### src/rtl/lock_state_controller.sv
// -----------------------------------------------------------------------------
// lock_state_controller
//   Door-lock control FSM. Sequences power-on, digit entry, password check,
//   door open, password change and lockout after repeated failures. One shared
//   down-counter serves as the inactivity timeout (ENTRY/SET_PW/CHECK), the
//   open-door timer (OPEN) and the lockout timer (LOCKOUT).
//
// Ports
//   clk              in   1  system clock, rising edge
//   reset            in   1  asynchronous, active-high reset
//   is_on            in   1  power switch level
//   digit_strobe     in   1  pulse: digit key pressed
//   is_star_pressed  in   1  pulse: '*' (submit) pressed
//   clear_key        in   1  pulse: clear the current entry
//   initialize       in   1  pulse: request password change (OPEN only)
//   cmp_valid        in   1  compare result valid
//   correct          in   1  compare result, used only with cmp_valid
//   state            out  3  FSM state code
//   digit_count      out  4  digits accepted in the current entry
//   fail_count       out  4  consecutive failed checks
//   unlock           out  1  high exactly while state==OPEN
//   alarm            out  1  high exactly while state==LOCKOUT
//   cmp_req          out  1  pulse in the first CHECK cycle
//   pw_store         out  1  pulse: store buffer as the new password
//   clear_buffer     out  1  pulse: digit buffer must be cleared
//   All outputs come straight from flops.
// -----------------------------------------------------------------------------
module lock_state_controller #(
    parameter int PW_LEN         = 4,
    parameter int MAX_FAIL       = 3,
    parameter int IDLE_TIMEOUT   = 500,
    parameter int OPEN_CYCLES    = 200,
    parameter int LOCKOUT_CYCLES = 1000
) (
    input  logic       clk,
    input  logic       reset,
    input  logic       is_on,
    input  logic       digit_strobe,
    input  logic       is_star_pressed,
    input  logic       clear_key,
    input  logic       initialize,
    input  logic       cmp_valid,
    input  logic       correct,
    output logic [2:0] state,
    output logic [3:0] digit_count,
    output logic [3:0] fail_count,
    output logic       unlock,
    output logic       alarm,
    output logic       cmp_req,
    output logic       pw_store,
    output logic       clear_buffer
);

    localparam int MAX_AB = (IDLE_TIMEOUT > OPEN_CYCLES) ? IDLE_TIMEOUT : OPEN_CYCLES;
    localparam int MAX_T  = (MAX_AB > LOCKOUT_CYCLES) ? MAX_AB : LOCKOUT_CYCLES;
    localparam int TW     = $clog2(MAX_T + 1);

    localparam logic [2:0] ST_OFF     = 3'b000;
    localparam logic [2:0] ST_IDLE    = 3'b001;
    localparam logic [2:0] ST_ENTRY   = 3'b010;
    localparam logic [2:0] ST_CHECK   = 3'b011;
    localparam logic [2:0] ST_OPEN    = 3'b100;
    localparam logic [2:0] ST_SET_PW  = 3'b101;
    localparam logic [2:0] ST_LOCKOUT = 3'b110;

    // The state is left on the cycle the timer reads zero, so a load of N-1
    // gives exactly N cycles in the timed state (or N quiet cycles after the
    // last key event).
    localparam logic [TW-1:0] IDLE_RELOAD    = TW'(IDLE_TIMEOUT - 1);
    localparam logic [TW-1:0] OPEN_RELOAD    = TW'(OPEN_CYCLES - 1);
    localparam logic [TW-1:0] LOCKOUT_RELOAD = TW'(LOCKOUT_CYCLES - 1);
    localparam logic [TW-1:0] TIMER_ZERO     = {TW{1'b0}};
    localparam logic [TW-1:0] TIMER_ONE      = {{(TW-1){1'b0}}, 1'b1};

    localparam logic [3:0] PW_LEN_C   = 4'(PW_LEN);
    localparam logic [3:0] MAX_FAIL_C = 4'(MAX_FAIL);
    localparam logic [3:0] CNT_MAX    = 4'd15;

    // Saturating 4-bit increment.
    function automatic logic [3:0] sat_inc(input logic [3:0] val, input logic [3:0] lim);
        if (val >= lim) begin
            sat_inc = lim;
        end else begin
            sat_inc = val + 4'd1;
        end
    endfunction

    // Timer load value for the state being entered; untimed states load zero.
    function automatic logic [TW-1:0] reload_for(input logic [2:0] st);
        case (st)
            ST_ENTRY, ST_CHECK, ST_SET_PW: reload_for = IDLE_RELOAD;
            ST_OPEN:                       reload_for = OPEN_RELOAD;
            ST_LOCKOUT:                    reload_for = LOCKOUT_RELOAD;
            default:                       reload_for = TIMER_ZERO;
        endcase
    endfunction

    logic [2:0]    state_r;
    logic [3:0]    digit_count_r;
    logic [3:0]    fail_count_r;
    logic [TW-1:0] timer_r;
    logic          unlock_r;
    logic          alarm_r;
    logic          cmp_req_r;
    logic          pw_store_r;
    logic          clear_buffer_r;

    logic [2:0]    state_next_s;
    logic [3:0]    digit_count_next_s;
    logic [3:0]    fail_count_next_s;
    logic [TW-1:0] timer_next_s;
    logic          pw_store_next_s;
    logic          clear_buffer_next_s;
    logic          key_reload_s;
    logic          timer_done_s;
    logic [3:0]    fail_inc_s;
    logic          key_event_s;

    assign timer_done_s = (timer_r == TIMER_ZERO);
    assign fail_inc_s   = sat_inc(fail_count_r, CNT_MAX);
    assign key_event_s  = digit_strobe | is_star_pressed | clear_key;

    // Next-state, counter and pulse decode.
    always_comb begin
        state_next_s        = state_r;
        digit_count_next_s  = digit_count_r;
        fail_count_next_s   = fail_count_r;
        pw_store_next_s     = 1'b0;
        clear_buffer_next_s = 1'b0;
        key_reload_s        = 1'b0;

        // Power-off wins everywhere except LOCKOUT, which always completes.
        // The clear pulse is issued once, on the way into OFF.
        if (!is_on && (state_r != ST_LOCKOUT)) begin
            state_next_s        = ST_OFF;
            digit_count_next_s  = 4'd0;
            clear_buffer_next_s = (state_r != ST_OFF);
        end else begin
            case (state_r)
                ST_OFF: begin
                    state_next_s = ST_IDLE;
                end
                ST_IDLE: begin
                    if (digit_strobe) begin
                        state_next_s       = ST_ENTRY;
                        digit_count_next_s = 4'd1;
                    end else begin
                        state_next_s = ST_IDLE;
                    end
                end
                ST_ENTRY: begin
                    key_reload_s = key_event_s;
                    // Submit wins over a digit in the same cycle.
                    if (is_star_pressed) begin
                        state_next_s = ST_CHECK;
                    end else if (clear_key) begin
                        digit_count_next_s  = 4'd0;
                        clear_buffer_next_s = 1'b1;
                    end else if (digit_strobe) begin
                        digit_count_next_s = sat_inc(digit_count_r, PW_LEN_C);
                    end else if (timer_done_s) begin
                        state_next_s        = ST_IDLE;
                        digit_count_next_s  = 4'd0;
                        clear_buffer_next_s = 1'b1;
                    end else begin
                        state_next_s = ST_ENTRY;
                    end
                end
                ST_CHECK: begin
                    if (cmp_valid || timer_done_s) begin
                        digit_count_next_s  = 4'd0;
                        clear_buffer_next_s = 1'b1;
                        // A short entry never passes, even if the compare says so.
                        if (cmp_valid && correct && (digit_count_r == PW_LEN_C)) begin
                            state_next_s      = ST_OPEN;
                            fail_count_next_s = 4'd0;
                        end else begin
                            fail_count_next_s = fail_inc_s;
                            state_next_s      = (fail_inc_s >= MAX_FAIL_C) ? ST_LOCKOUT : ST_IDLE;
                        end
                    end else begin
                        state_next_s = ST_CHECK;
                    end
                end
                ST_OPEN: begin
                    if (initialize) begin
                        state_next_s       = ST_SET_PW;
                        digit_count_next_s = 4'd0;
                    end else if (timer_done_s) begin
                        state_next_s = ST_IDLE;
                    end else begin
                        state_next_s = ST_OPEN;
                    end
                end
                ST_SET_PW: begin
                    key_reload_s = key_event_s;
                    if (is_star_pressed) begin
                        digit_count_next_s = 4'd0;
                        if (digit_count_r == PW_LEN_C) begin
                            pw_store_next_s = 1'b1;
                            state_next_s    = ST_IDLE;
                        end else begin
                            // Short new password: discard and let the user retry.
                            clear_buffer_next_s = 1'b1;
                        end
                    end else if (clear_key) begin
                        digit_count_next_s  = 4'd0;
                        clear_buffer_next_s = 1'b1;
                    end else if (digit_strobe) begin
                        digit_count_next_s = sat_inc(digit_count_r, PW_LEN_C);
                    end else if (timer_done_s) begin
                        state_next_s        = ST_IDLE;
                        digit_count_next_s  = 4'd0;
                        clear_buffer_next_s = 1'b1;
                    end else begin
                        state_next_s = ST_SET_PW;
                    end
                end
                ST_LOCKOUT: begin
                    // Keys neither act nor extend the lockout.
                    if (timer_done_s) begin
                        fail_count_next_s = 4'd0;
                        state_next_s      = is_on ? ST_IDLE : ST_OFF;
                    end else begin
                        state_next_s = ST_LOCKOUT;
                    end
                end
                default: begin
                    state_next_s       = ST_OFF;
                    digit_count_next_s = 4'd0;
                    fail_count_next_s  = 4'd0;
                end
            endcase
        end
    end

    // Shared timer: reload on a state change or an accepted key, else count down to 0 and hold.
    always_comb begin
        if ((state_next_s != state_r) || key_reload_s) begin
            timer_next_s = reload_for(state_next_s);
        end else if (!timer_done_s) begin
            timer_next_s = timer_r - TIMER_ONE;
        end else begin
            timer_next_s = TIMER_ZERO;
        end
    end

    // State, counters, timer and registered outputs.
    always_ff @(posedge clk or posedge reset) begin
        if (reset) begin
            state_r        <= ST_OFF;
            digit_count_r  <= 4'd0;
            fail_count_r   <= 4'd0;
            timer_r        <= TIMER_ZERO;
            unlock_r       <= 1'b0;
            alarm_r        <= 1'b0;
            cmp_req_r      <= 1'b0;
            pw_store_r     <= 1'b0;
            clear_buffer_r <= 1'b0;
        end else begin
            state_r        <= state_next_s;
            digit_count_r  <= digit_count_next_s;
            fail_count_r   <= fail_count_next_s;
            timer_r        <= timer_next_s;
            unlock_r       <= (state_next_s == ST_OPEN);
            alarm_r        <= (state_next_s == ST_LOCKOUT);
            cmp_req_r      <= (state_next_s == ST_CHECK) && (state_r != ST_CHECK);
            pw_store_r     <= pw_store_next_s;
            clear_buffer_r <= clear_buffer_next_s;
        end
    end

    assign state        = state_r;
    assign digit_count  = digit_count_r;
    assign fail_count   = fail_count_r;
    assign unlock       = unlock_r;
    assign alarm        = alarm_r;
    assign cmp_req      = cmp_req_r;
    assign pw_store     = pw_store_r;
    assign clear_buffer = clear_buffer_r;

endmodule
### config.mk
export PLATFORM = sky130hd
export DESIGN_NAME = lock_state_controller
export DESIGN_NICKNAME = d
export VERILOG_FILES = /design/src/rtl/lock_state_controller.sv
export SDC_FILE = /design/constraint.sdc
export NUM_CORES = 1
export LEC_CHECK = 0
export ABC_AREA = 1
export CAP_MARGIN = 15
export CORE_MARGIN = 2
export CORE_UTILIZATION = 56
export CTS_CLUSTER_DIAMETER = 30
export DETAILED_ROUTE_END_ITERATION = 6
export GPL_TIMING_DRIVEN = 0
export PLACE_DENSITY_LB_ADDON = 0.1
export SYNTH_ARGS = -nofsm -noshare
export SYNTH_HDL_FRONTEND = slang
export SYNTH_SLANG_ARGS = --single-unit
### constraint.sdc
create_clock -name clk -period 2.28 [get_ports clk]
set_input_delay 0.684 -clock clk [delete_from_list [all_inputs] [get_ports clk]]
set_output_delay 0.684 -clock clk [all_outputs]
set_load 0.005 [all_outputs]
==> results by group <==
GRT
  – Largest net degree at the start of global routing: 27
  – First-pass GRT wire length: 8480 um
  – Vias in the first global route: between 1500 and 2000
  – All-layer global routing usage: 26.1%
  – GRT overflow: 0
  – Initial antenna violation count: 0

Synth
  – Seq cells post-synth: 26
  – Most frequent cell after synthesis: nand2_1
  – Yosys top cell area share: approximately a third
  – Part of the Yosys area used for sequential elements: 32.7%
  – Post-synth cell types: 33
  – Post-synth EDFFs: 0
  – Mean Syn Cell Area: roughly 6.6 um2
  – Post-synth net total: roughly 320
  – Synthesized instance count: 302
  – Asr flop ratio synth: 100%
  – Synth area leaders: dfrtp_1 33%, nand2_1 16%, nand3_1 9.3%
  – Synth Warn #: 0
  – Top_reg_cell synth: dfrtp_1
  – Yosys top cell by area: dfrtp_1
  – Mapped Area: 1990 um2
  – Post-synth top cells: 83 x nand2_1, 43 x inv_1, 37 x nand3_1

STA
  – Actual slew at the worst max-slew pin: 0.576 ns
  – F_max: 0.467 GHz
  – Final worst setup slack: 0.137 ns
  – Max Slew Vio Count: 0
  – Period minus WS final: 2.14 ns
  – Final setup fails: 0
  – Setup TNS: 0 ns
  – Worst rel slew slack: approximately 62%
  – Hold Violations, Final: 0
  – Period utilization: 94.0%
  – Clock skew: 0.0117 ns

Clock network
  – H-Tree Depth: 1
  – Clock slew at reported path FFs: 0.16 ns
  – CTS Root Cell: clkbuf_4
  – Clock sinks: 26
  – CTS tree: done
  – CTS Buf Count: 3
  – Hold-fix buffers, CTS: 0
  – Maximum clock path buffer count: 2
  – Clk Latency, worst-skew pair: 0.34 ns

Hold path
  – HP Class: reg2reg
  – Min-Delay Endpoint: pw_store
  – Hold Path Origin: digit_count[3]
  – Hold Crit Depth: 1

Route
  – DR top layer: met4
  – Remaining antenna violation count: 0
  – Number of detailed-route iterations in the first pass: 5
  – Via density: 5.48
  – Metal2 WL: 2520 um
  – Metal3 WL: 304 um
  – Post-route DRC: 0
  – Iter 0 DRT Violations: approximately 170
  – Final wirelength: 5140 um
  – M1 WL: 2220 um
  – Via Count: 2120
  – Wire per inst: 13.3 um

Critical path
  – CP max stage delay: 0.44 ns
  – R2r worst-path depth: 13
  – CP Class: in2reg
  – CP max-delay cell: clkdlybuf4s50_1
  – Critical Path Sink Type: register
  – Reg2Reg Launch Point: state[2]
  – Critical path, cell by cell: clkdlybuf4s50_1 > inv_1 > nand2_2 > nor2_1 > nor2_1 > nand2_1 > nand2_1 > nor2_1 > nand2_2 > nand2_2 > nand2_2 > nand2_4 > inv_2 > nand3_4 > nand2_1 > nand2_1
  – CP arrival: around 2.4 ns
  – Worst Path Required: around 2.6 ns
  – Startpoint Class: input pin
  – Worst Path Max Fanout: 5
  – Slack of the worst reg-to-reg path: 0.15 ns
  – R2R Path End: timer_r[8]

Flow run
  – Max capacitance violation total: 0

Placed design
  – Dpl hpwl: ~3500 um
  – Routability Congestion: 0.886
  – Placed Cells: 372
  – Port Buf Inserts: 24
  – Placement Setup Slack: -0.452 ns

Power and ir drop
  – Leakage: 0.00135 uW
  – Power density cells: 794 nW/um2
  – VDD IR-drop max: 0.492 mV
  – Tot Pwr: 2010 uW

Final layout
  – Final Util: about 75%
  – Share of cells above drive strength 1: 22.0%
  – Area grow syn2layout: 27.6%
  – Finished Layout Cells: 387
  – Total Nets Final: around 360
  – Fill count: 283
  – Diodes inserted: 0

Floorplan
  – Core area: between 3000 and 4000 um2
  – Starting Density: ~60%
  – Die Ht: 63.6 um
  – Die extent in x: 63.6 um
  – Die area: 4040 um2
  – Io pins: 25
  – Site Rows: 21

Outcome
  – Outcome: finished, final reports clean
[registers in the layout, indices dropped and copies added, names as in the netlist]
signal and cells:
timer_r 10, fail_count 4, cmp_req 1, unlock 1, digit_count 4, alarm 1
state 3, clear_buffer 1, pw_store 1
[report_power, final]
group,total [uW],internal (uW),switching (uW)
registers,635,547,88.0
logic,1130,452,677
clock network,249,98.0,151
total,2010,1100,917
[metrics by stage]
stage / cell area [um2] / hold slack (ns)
floorplan: 1990 / 0.494
global placement: 2280 / 0.505
detailed placement: 2280 / 0.505
CTS: 2330 / 0.527
global route: 2540 / 0.610
finish: 2540 / 0.585
[cells in the final DEF, fill, tap and decap left out, drive strengths merged, types with 4 or more instances in the layout]
cell type       n
clkbuf          4
nor2           45
nor3            7
o21ai          15
a21oi           5
dfrtp          26
inv            50
nand3          41
ha              4
nand2          90
buf            14
clkdlybuf4s50  21
[critical path, delay by kind of cell]
family        cells  cell delay, ns
buf+inv           3            0.59
simple gates     13            1.14
[area by class of cell]
class	count	area [um2]	area share (%)
Sequential cell	26	652	25.7
Buffer	4	41.3	1.63
Inverter	51	194	7.65
Clock buffer	4	36.3	1.43
Multi-Input combinational cell	222	1230	48.4
Tap cell	46	57.6	2.27
Timing Repair Buffer	34	327	12.9
[routing by layer]
| layer | GRT usage (%) | vias up |
|---|---|---|
| met4 | 6.25 | 0 |
| met1 | 36.3 | 979 |
| met5 | 0 | - |
| met3 | 2.68 | 16 |
| met2 | 43.6 | 93 |
| li1 | - | 1032 |
[timing repair]
item                                    4_1_cts  5_1_grt
gates resized for setup                       3       36
pin swaps                                     2        7
endpoints found under the setup margin        6       10
buffers inserted                              1        8
gates cloned                                  0        1
[kinds of logic (layout without fill, tap and decap cells)]
| kind of cell | Yosys count | in the layout | share of synthesized area, % |
|---|---|---|---|
| flops | 26 | 26 | 32.7 |
| buf+inv | 55 | 93 | 11.8 |
| compound gates | 30 | 30 | 9.32 |
| fa+ha+maj | 4 | 4 | 2.52 |
| xor+xnor | 1 | 1 | 0.441 |
| simple gates | 186 | 187 | 43.2 |
[how the worst max path moves through the flow]
stage	from	depth (start not counted)	endpoint	slack [ns]
after global routing	digit_count[1]	18	timer_r[8]	-0.04
after CTS	is_star_pressed	16	timer_r[6]	0.03
final	clear_key	16	timer_r[8]	0.14
after global placement	digit_strobe	12	timer_r[0]	-0.42
after detailed placement	digit_strobe	12	timer_r[6]	-0.45
after floorplan	fail_count[0]	15	timer_r[0]	0.37
Note: power is estimated with default switching activity, not from simulation.
==> variant (same flow settings) <==
The parameter `LOCKOUT_CYCLES` goes from 1000 to 500.
--- a/src/rtl/lock_state_controller.sv
+++ b/src/rtl/lock_state_controller.sv
@@ -30,7 +30,7 @@
     parameter int MAX_FAIL       = 3,
     parameter int IDLE_TIMEOUT   = 500,
     parameter int OPEN_CYCLES    = 200,
-    parameter int LOCKOUT_CYCLES = 1000
+    parameter int LOCKOUT_CYCLES = 500
 ) (
     input  logic       clk,
     input  logic       reset,
Formal check against the unedited RTL: same outputs for any inputs over 10 cycles, from zero or initial values and one cycle with reset high; that may be too few to reach the edited logic, so the function may still have changed.
==> variant against the original RTL <==
Combinational power decreased by 6%. Setup slack about the same. Power decreased by 7.7%. Wire length decreased by 17%. Via count decreased by 15%. Synthesized cell count decreased by 10%. Sequential share of layout area increased by 1.0 points. Global-route usage decreased by 1.9 points. Non-clock buffer count unchanged. Area after synthesis decreased by 5.6%. Clock skew decreased by 0.0076 ns. Sequential cell count decreased by 1. Highest routed layer unchanged. Design area decreased by 7.6%.
==> variant: results <==
group,metric,value,unit
run_status,status,"finished, final reports clean",
setup_path,r2r_slack,0.17,ns
placed_design,place_ws,-0.439,ns
route,met3_wirelength,248,um
setup_path,worstReg2RegStart,"timer_r[0]$_DFF_PP0_",
pwr,max-vdd-ir-drop,0.537,mV
placed_design,hpwl,3130,um
pwr,pwr-share-comb,57.2,%
timing,worst_pin_slew,0.977,ns
route,drt-initial-drc-count,117,
logic_synthesis,syn_inst,271,
logic_synthesis,yosys-top-cells-area,"dfrtp_1, nand2_1, inv_1",
final_layout,layout-drive-gt1-share,20.8,%
setup_path,cp.arrival,2.38,ns
min_path,hp-class,"reg2reg",
logic_synthesis,seq_area_frac_synth,33.4,%
setup_path,cp_max_fo,10,
setup_path,rr_worst_depth,18,
clock_network,insertion_delay,0.32,ns
placed_design,dpl.cell_count,340,
pwr,net-switching-power,820,uW
global_route,grt_pass1_wl,6820,um
final_layout,largest_reg_flops,9,
pwr,sequentialPowerShare,32.0,%
global_route,grt_max_degree,26,
global_route,grtUsageMet1,34.5,%
global_route,grtUsageMet2,37.3,%
placed_design,place_area,2160,um2
route,via_count,1807,
global_route,grt_use_met3,3.52,%
final_layout,fillCellCount,280,
timing,holdWs,0.557,ns
logic_synthesis,syn_nets,285,
route,wl_met1,1920,um
final_layout,final_cells,353,
route,detail_route.wl_per_cell,12.1,um
min_path,worstHoldEndpoint,"fail_count[1]$_DFFE_PP0P_",
setup_path,worst_path_dominant_cell_family,"buffers and inverters",
route,dr.pass1.iters,4,
pwr,pg_seq,595,uW
final_layout,finalNetCount,322,
logic_synthesis,netlist_top_cells_count,"nand2_1, inv_1, dfrtp_1",
route,wl_met2,2060,um
placed_design,place.port_buffers,23,
[variant: cell count changes after synthesis, moves of 3 or more]
cell / unedited run / this run
a21oi_1: 4 / 17
nand3_1: 37 / 24
nor2_1: 34 / 21
nand2_1: 83 / 71
inv_1: 43 / 34
nor2_2: 8 / 3
o21ai_0: 15 / 10
nand2_2: 7 / 11
buf_2: 0 / 3
inv_2: 6 / 9
nand2_4: 0 / 3
[variant: what timing repair did]
item	CTS	global route
resized for setup	2	17
buffers inserted	0	9
pin swaps	0	10
endpoints found under the setup margin	8	9
[variant: area by class of cell]
cell class / instances / area [um2] / area share, %
Multi-Input combinational cell: 196 / 1110 / 47.3
Tap cell: 46 / 57.6 / 2.46
Timing Repair Buffer: 32 / 324 / 13.8
Buffer: 6 / 33.8 / 1.44
Clock buffer: 3 / 22.5 / 0.961
Clock inverter: 1 / 5.00 / 0.214
Sequential cell: 25 / 627 / 26.7
Inverter: 44 / 165 / 7.05
[variant: cells by family after synthesis]
group	count (synthesis)	synth area share (%)
AOI/OAI and AO/OA	35	11.1
DFF	25	33.4
buffers and inverters	50	10.6
xor gates and xnor gates	3	1.40
adders and majority gates	5	3.34
and+or+nand+nor	153	40.2
[variant: worst max-delay path by stage]
stage / end / startpoint / slack [ns]
after detailed placement: timer_r[0]$_DFF_PP0_ / digit_strobe / -0.44
after global placement: timer_r[0]$_DFF_PP0_ / digit_strobe / -0.42
final: timer_r[7]$_DFF_PP0_ / is_on / 0.14
after floorplan: timer_r[0]$_DFF_PP0_ / is_star_pressed / 0.27
after global routing: timer_r[4]$_DFF_PP0_ / timer_r[0]$_DFF_PP0_ / -0.006
after CTS: timer_r[0]$_DFF_PP0_ / timer_r[0]$_DFF_PP0_ / 0.001
